$ cat config.mk
export PLATFORM = sky130hd
export DESIGN_NAME = muldiv_ctrl
export DESIGN_NICKNAME = d
export VERILOG_FILES = /design/src/rtl/muldiv_ctrl.sv
export SDC_FILE = /design/constraint.sdc
export NUM_CORES = 1
export LEC_CHECK = 0
export BUFFER_PORTS_ARGS = -buffer_cell sky130_fd_sc_hd__buf_2
export CORE_AREA = 2 2 148 150
export DETAILED_ROUTE_END_ITERATION = 6
export DIE_AREA = 0 0 150 152
export PLACE_DENSITY_LB_ADDON = 0.1
export SKIP_CTS_REPAIR_TIMING = 1
export SLEW_MARGIN = 20
export SYNTH_ARGS = -nofsm -noshare
export SYNTH_HDL_FRONTEND = slang
export SYNTH_SLANG_ARGS = --single-unit
$ cat constraint.sdc
create_clock -name clock -period 6.45 [get_ports clock]
set_input_delay 0.3225 -clock clock [delete_from_list [all_inputs] [get_ports clock]]
set_output_delay 0.3225 -clock clock [all_outputs]
set_load 0.05 [all_outputs]
$ cat src/rtl/muldiv_ctrl.sv
// Sequencer between the pipeline and an iterative mult/div unit; owns architectural HI/LO.
// Optional RUN watchdog enabled by defining MULDIV_TIMEOUT_EN (period = TIMEOUT_CYCLES).
module muldiv_ctrl #(
  parameter int TIMEOUT_CYCLES = 1024
) (
  input  logic        clock,
  input  logic        reset,
  input  logic        start,
  input  logic        op,
  input  logic [31:0] a,
  input  logic [31:0] b,
  input  logic        hi_we,
  input  logic        lo_we,
  input  logic [31:0] wdata,
  output logic        md_op,
  output logic [31:0] md_a,
  output logic [31:0] md_b,
  output logic        md_reset,
  input  logic [31:0] md_hi,
  input  logic [31:0] md_lo,
  input  logic        md_divby0,
  input  logic        md_done,
  output logic [31:0] hi,
  output logic [31:0] lo,
  output logic        busy,
  output logic        done,
  output logic        div_zero,
  output logic        timeout
);

  typedef enum logic [1:0] {IDLE, CLEAR, RUN, FIN} state_t;

  state_t state;
  logic   md_clr;

`ifdef MULDIV_TIMEOUT_EN
  logic [31:0] run_cnt;
`else
  localparam int unused_timeout_cycles = TIMEOUT_CYCLES;
  assign timeout = 1'b0;
`endif

  // The unit is also held in reset for as long as the block itself is.
  assign md_reset = md_clr | reset;

  // Control FSM with registered operand latches, HI/LO and status pulses.
  always_ff @(posedge clock or posedge reset) begin
    if (reset) begin
      state    <= IDLE;
      md_clr   <= 1'b0;
      md_op    <= 1'b0;
      md_a     <= 32'd0;
      md_b     <= 32'd0;
      hi       <= 32'd0;
      lo       <= 32'd0;
      busy     <= 1'b0;
      done     <= 1'b0;
      div_zero <= 1'b0;
`ifdef MULDIV_TIMEOUT_EN
      timeout  <= 1'b0;
      run_cnt  <= 32'd0;
`endif
    end else begin
      done     <= 1'b0;
      div_zero <= 1'b0;
      case (state)
        IDLE: begin
          if (hi_we) hi <= wdata;
          if (lo_we) lo <= wdata;
          if (start) begin
            md_op  <= op;
            md_a   <= a;
            md_b   <= b;
            md_clr <= 1'b1;
            busy   <= 1'b1;
            state  <= CLEAR;
          end
        end
        CLEAR: begin
          md_clr <= 1'b0;
          state  <= RUN;
`ifdef MULDIV_TIMEOUT_EN
          run_cnt <= 32'd0;
`endif
        end
        RUN: begin
`ifdef MULDIV_TIMEOUT_EN
          // timeout high means this is the abort cycle: leave without touching HI/LO.
          if (timeout) begin
            timeout <= 1'b0;
            md_clr  <= 1'b0;
            busy    <= 1'b0;
            state   <= IDLE;
          end else if (md_done) begin
            if (md_op && md_divby0) begin
              div_zero <= 1'b1;
            end else begin
              hi <= md_hi;
              lo <= md_lo;
            end
            done  <= 1'b1;
            state <= FIN;
          end else begin
            run_cnt <= run_cnt + 32'd1;
            if (run_cnt == 32'(TIMEOUT_CYCLES - 2)) begin
              timeout <= 1'b1;
              md_clr  <= 1'b1;
            end
          end
`else
          if (md_done) begin
            if (md_op && md_divby0) begin
              div_zero <= 1'b1;
            end else begin
              hi <= md_hi;
              lo <= md_lo;
            end
            done  <= 1'b1;
            state <= FIN;
          end
`endif
        end
        FIN: begin
          busy  <= 1'b0;
          state <= IDLE;
        end
        default: begin
          md_clr <= 1'b0;
          busy   <= 1'b0;
          state  <= IDLE;
        end
      endcase
    end
  end

endmodule

==> out/metrics.csv <==
metric;value;unit
status;completed;
Worst Tran Pin Value;1.02;ns
Core Area;0.0214;mm²
slowest CP cell;ha_2;
chip height;152;µm
Rows;54;
reg2reg start;state[0];
share of cells above drive strength 1;74.3;%
Max Clock Skew;0.00925;ns
arrival time worst endpoint;3.21;ns
R2R depth;5;
largest net degree at the start of global routing;81;
dpl hpwl;11300;µm
crit-path cells;inv_1 > ha_2 > mux2_4 > nand3_4 > mux2_4;
synthesis-stage register bit count;135;
RSZ-0062 raised after global routing;false;
reg-to-reg setup timing slack;3.52;ns
cell family with most CP delay;adder cells;
CP required;6.73;ns
IO Port Bufs;300;
worst hold path type;in2async;
Synth Area in XOR/XNOR;0;%
Yosys top cell by area;dfrtp_1;
multi-input logic area;0.00254;mm²
minimum clock period;2.93;ns
clk slew on worst S/H paths;0.06;ns
clk root buf;clkbuf_16;
Seq. cell area;0.00338;mm²
GPL Wtd Cong;0.733;
final hold vios;0;
vias;4178;
most common cell after layout, fill and taps aside;buf_2;
htree depth;4;
Max Cap Viol;0;
Starting DRT DRC Count;137;
sequential share of the synthesized area;55.6;%
Routed WL;15800;µm
Non-Filler Instances;977;
Fin Hold WS;0.0561;ns
global route overflow;0;
simple-gate share of the synthesized area;1.09;%
Final Util;39.3;%
First-pass DRT Iterations;4;
total track usage;14.1;%
crit-path max FO;35;
Crit path largest cell delay;0.85;ns
Synth Cell Area;0.00608;mm²
achievable frequency;342;MHz
placed cells;944;
Synth area leaders;dfrtp_1 56%, mux2_2 27%, mux2_4 7.7%, mux2_1 3.7%, ha_1 1.2%;
Synth Net Count;558;
setup violators final;0;
Cells after Synth;384;
CTS sink count;135;
TritonCTS clock tree;done;
WL/cell;16.2;µm
Post-Synth Adder-Cell Area;1.24;%
first-pass GRT wire length;25000;µm
setup TNS;0;ns
critical path class;reg2reg;
Slew Viols, Final;0;
die area;0.0228;mm²
multiplexer share of the synthesized area;38.4;%
clk_lat worst skew;0.41;ns
antenna-violating nets left;0;
I/O pin count;302;
vias per cell;4.28;
CP endpoint kind;flop;
post-route clock period utilization;45.4;%
ANT cells;0;
Syn Area/Cell;15.8;µm²
post-synthesis compound-gate area fraction;0.885;%
Filler Cell Count;2106;
Critical Path Source Type;flop;
worst reg2reg path endpoint;lo[30];
most frequent cells in the layout;300 x buf_2, 144 x mux2_2, 135 x dfrtp_1, 31 x mux2_4, 20 x mux2_1;
antenna violations before repair;0;
Die Span X;150;µm
Synth top area share;55.6;%
Initial Util;28.5;%
Slew headroom;32.2;%
Area growth, synth to finish;38.0;%
CP most frequent cell;mux2_4;
Ys Warns;0;
Post-route DRC;0;
Critical path buffers and inverters;1;
vias in the first global route;4575;
Max Root-Sink Buffers;2;
largest family of logic cells by synthesized area;multiplexers;
Num CTS Buffers;17;
fin nets;858;
Netlist cell types;25;
## cell families (layout without fill, tap and decap cells)
group           Yosys count  in the layout
fa+ha+maj                 6              6
flops                   135            135
other cells               1              1
mux                     197            197
buf+inv                  27            340
compound gates            7              7
simple gates             11             11
## synthesized netlist by cell type
cell type	n
a21bo_2	1
a21boi_0	1
a21oi_1	2
a21oi_4	1
and2_1	1
buf_2	14
buf_4	1
buf_6	6
clkbuf_1	1
conb_1	1
dfrtp_1	135
ha_1	6
inv_1	5
mux2_1	20
mux2_2	144
mux2_4	31
mux2i_1	2
nand2_1	3
nand2b_1	1
nand3_1	1
nand3_4	1
nor2_1	2
nor2b_1	1
o21ai_0	2
or2_2	1
## registers in the layout, indices dropped and copies added, names as in the netlist
| register | cells |
|---|---|
| busy | 1 |
| div_zero | 1 |
| done | 1 |
| hi | 32 |
| lo | 32 |
| md_a | 32 |
| md_b | 32 |
| md_clr | 1 |
| md_op | 1 |
| state | 2 |
## stage by stage
step,instance area [µm²],setup slack [ns]
4_1_cts,8360,3.13
2_1_floorplan,6080,2.52
3_5_place_dp,7810,3.15
3_3_place_gp,7810,3.34
5_1_grt,8390,3.32
6_report,8390,3.52
## worst max-delay path by stage
| stage | from | depth (start not counted) | endpoint |
|---|---|---|---|
| 3_5_place_dp | state[0] | 5 | hi[0] |
| 4_1_cts | state[0] | 5 | hi[30] |
| 5_1_grt | state[0] | 5 | lo[18] |
| 2_1_floorplan | reset | 1 | busy |
| 3_3_place_gp | state[0] | 5 | hi[2] |
| 6_report | state[0] | 5 | lo[30] |
## final cells by class
type | count | share of cell area (%)
flip-flops and latches | 135 | 40.3
multi-input cells | 222 | 30.3
repair buffers | 303 | 18.4
clock buffers | 17 | 5.07
well taps | 280 | 4.18
clock inverters | 15 | 1.52
inverters | 5 | 0.283
## metal layers
| metal | part of all wire (%) | vias up | global-route usage [%] |
|---|---|---|---|
| li1 | - | 1961 | - |
| met1 | 41 | 2025 | 16.8 |
| met2 | 48 | 171 | 23.4 |
| met3 | 8.4 | 21 | 5.11 |
| met4 | 2.3 | 0 | 4.90 |
| met5 | 0 | - | 0 |
Power is not shown: default switching activity piles up to over one toggle a cycle in this logic, so the estimate is an artifact.
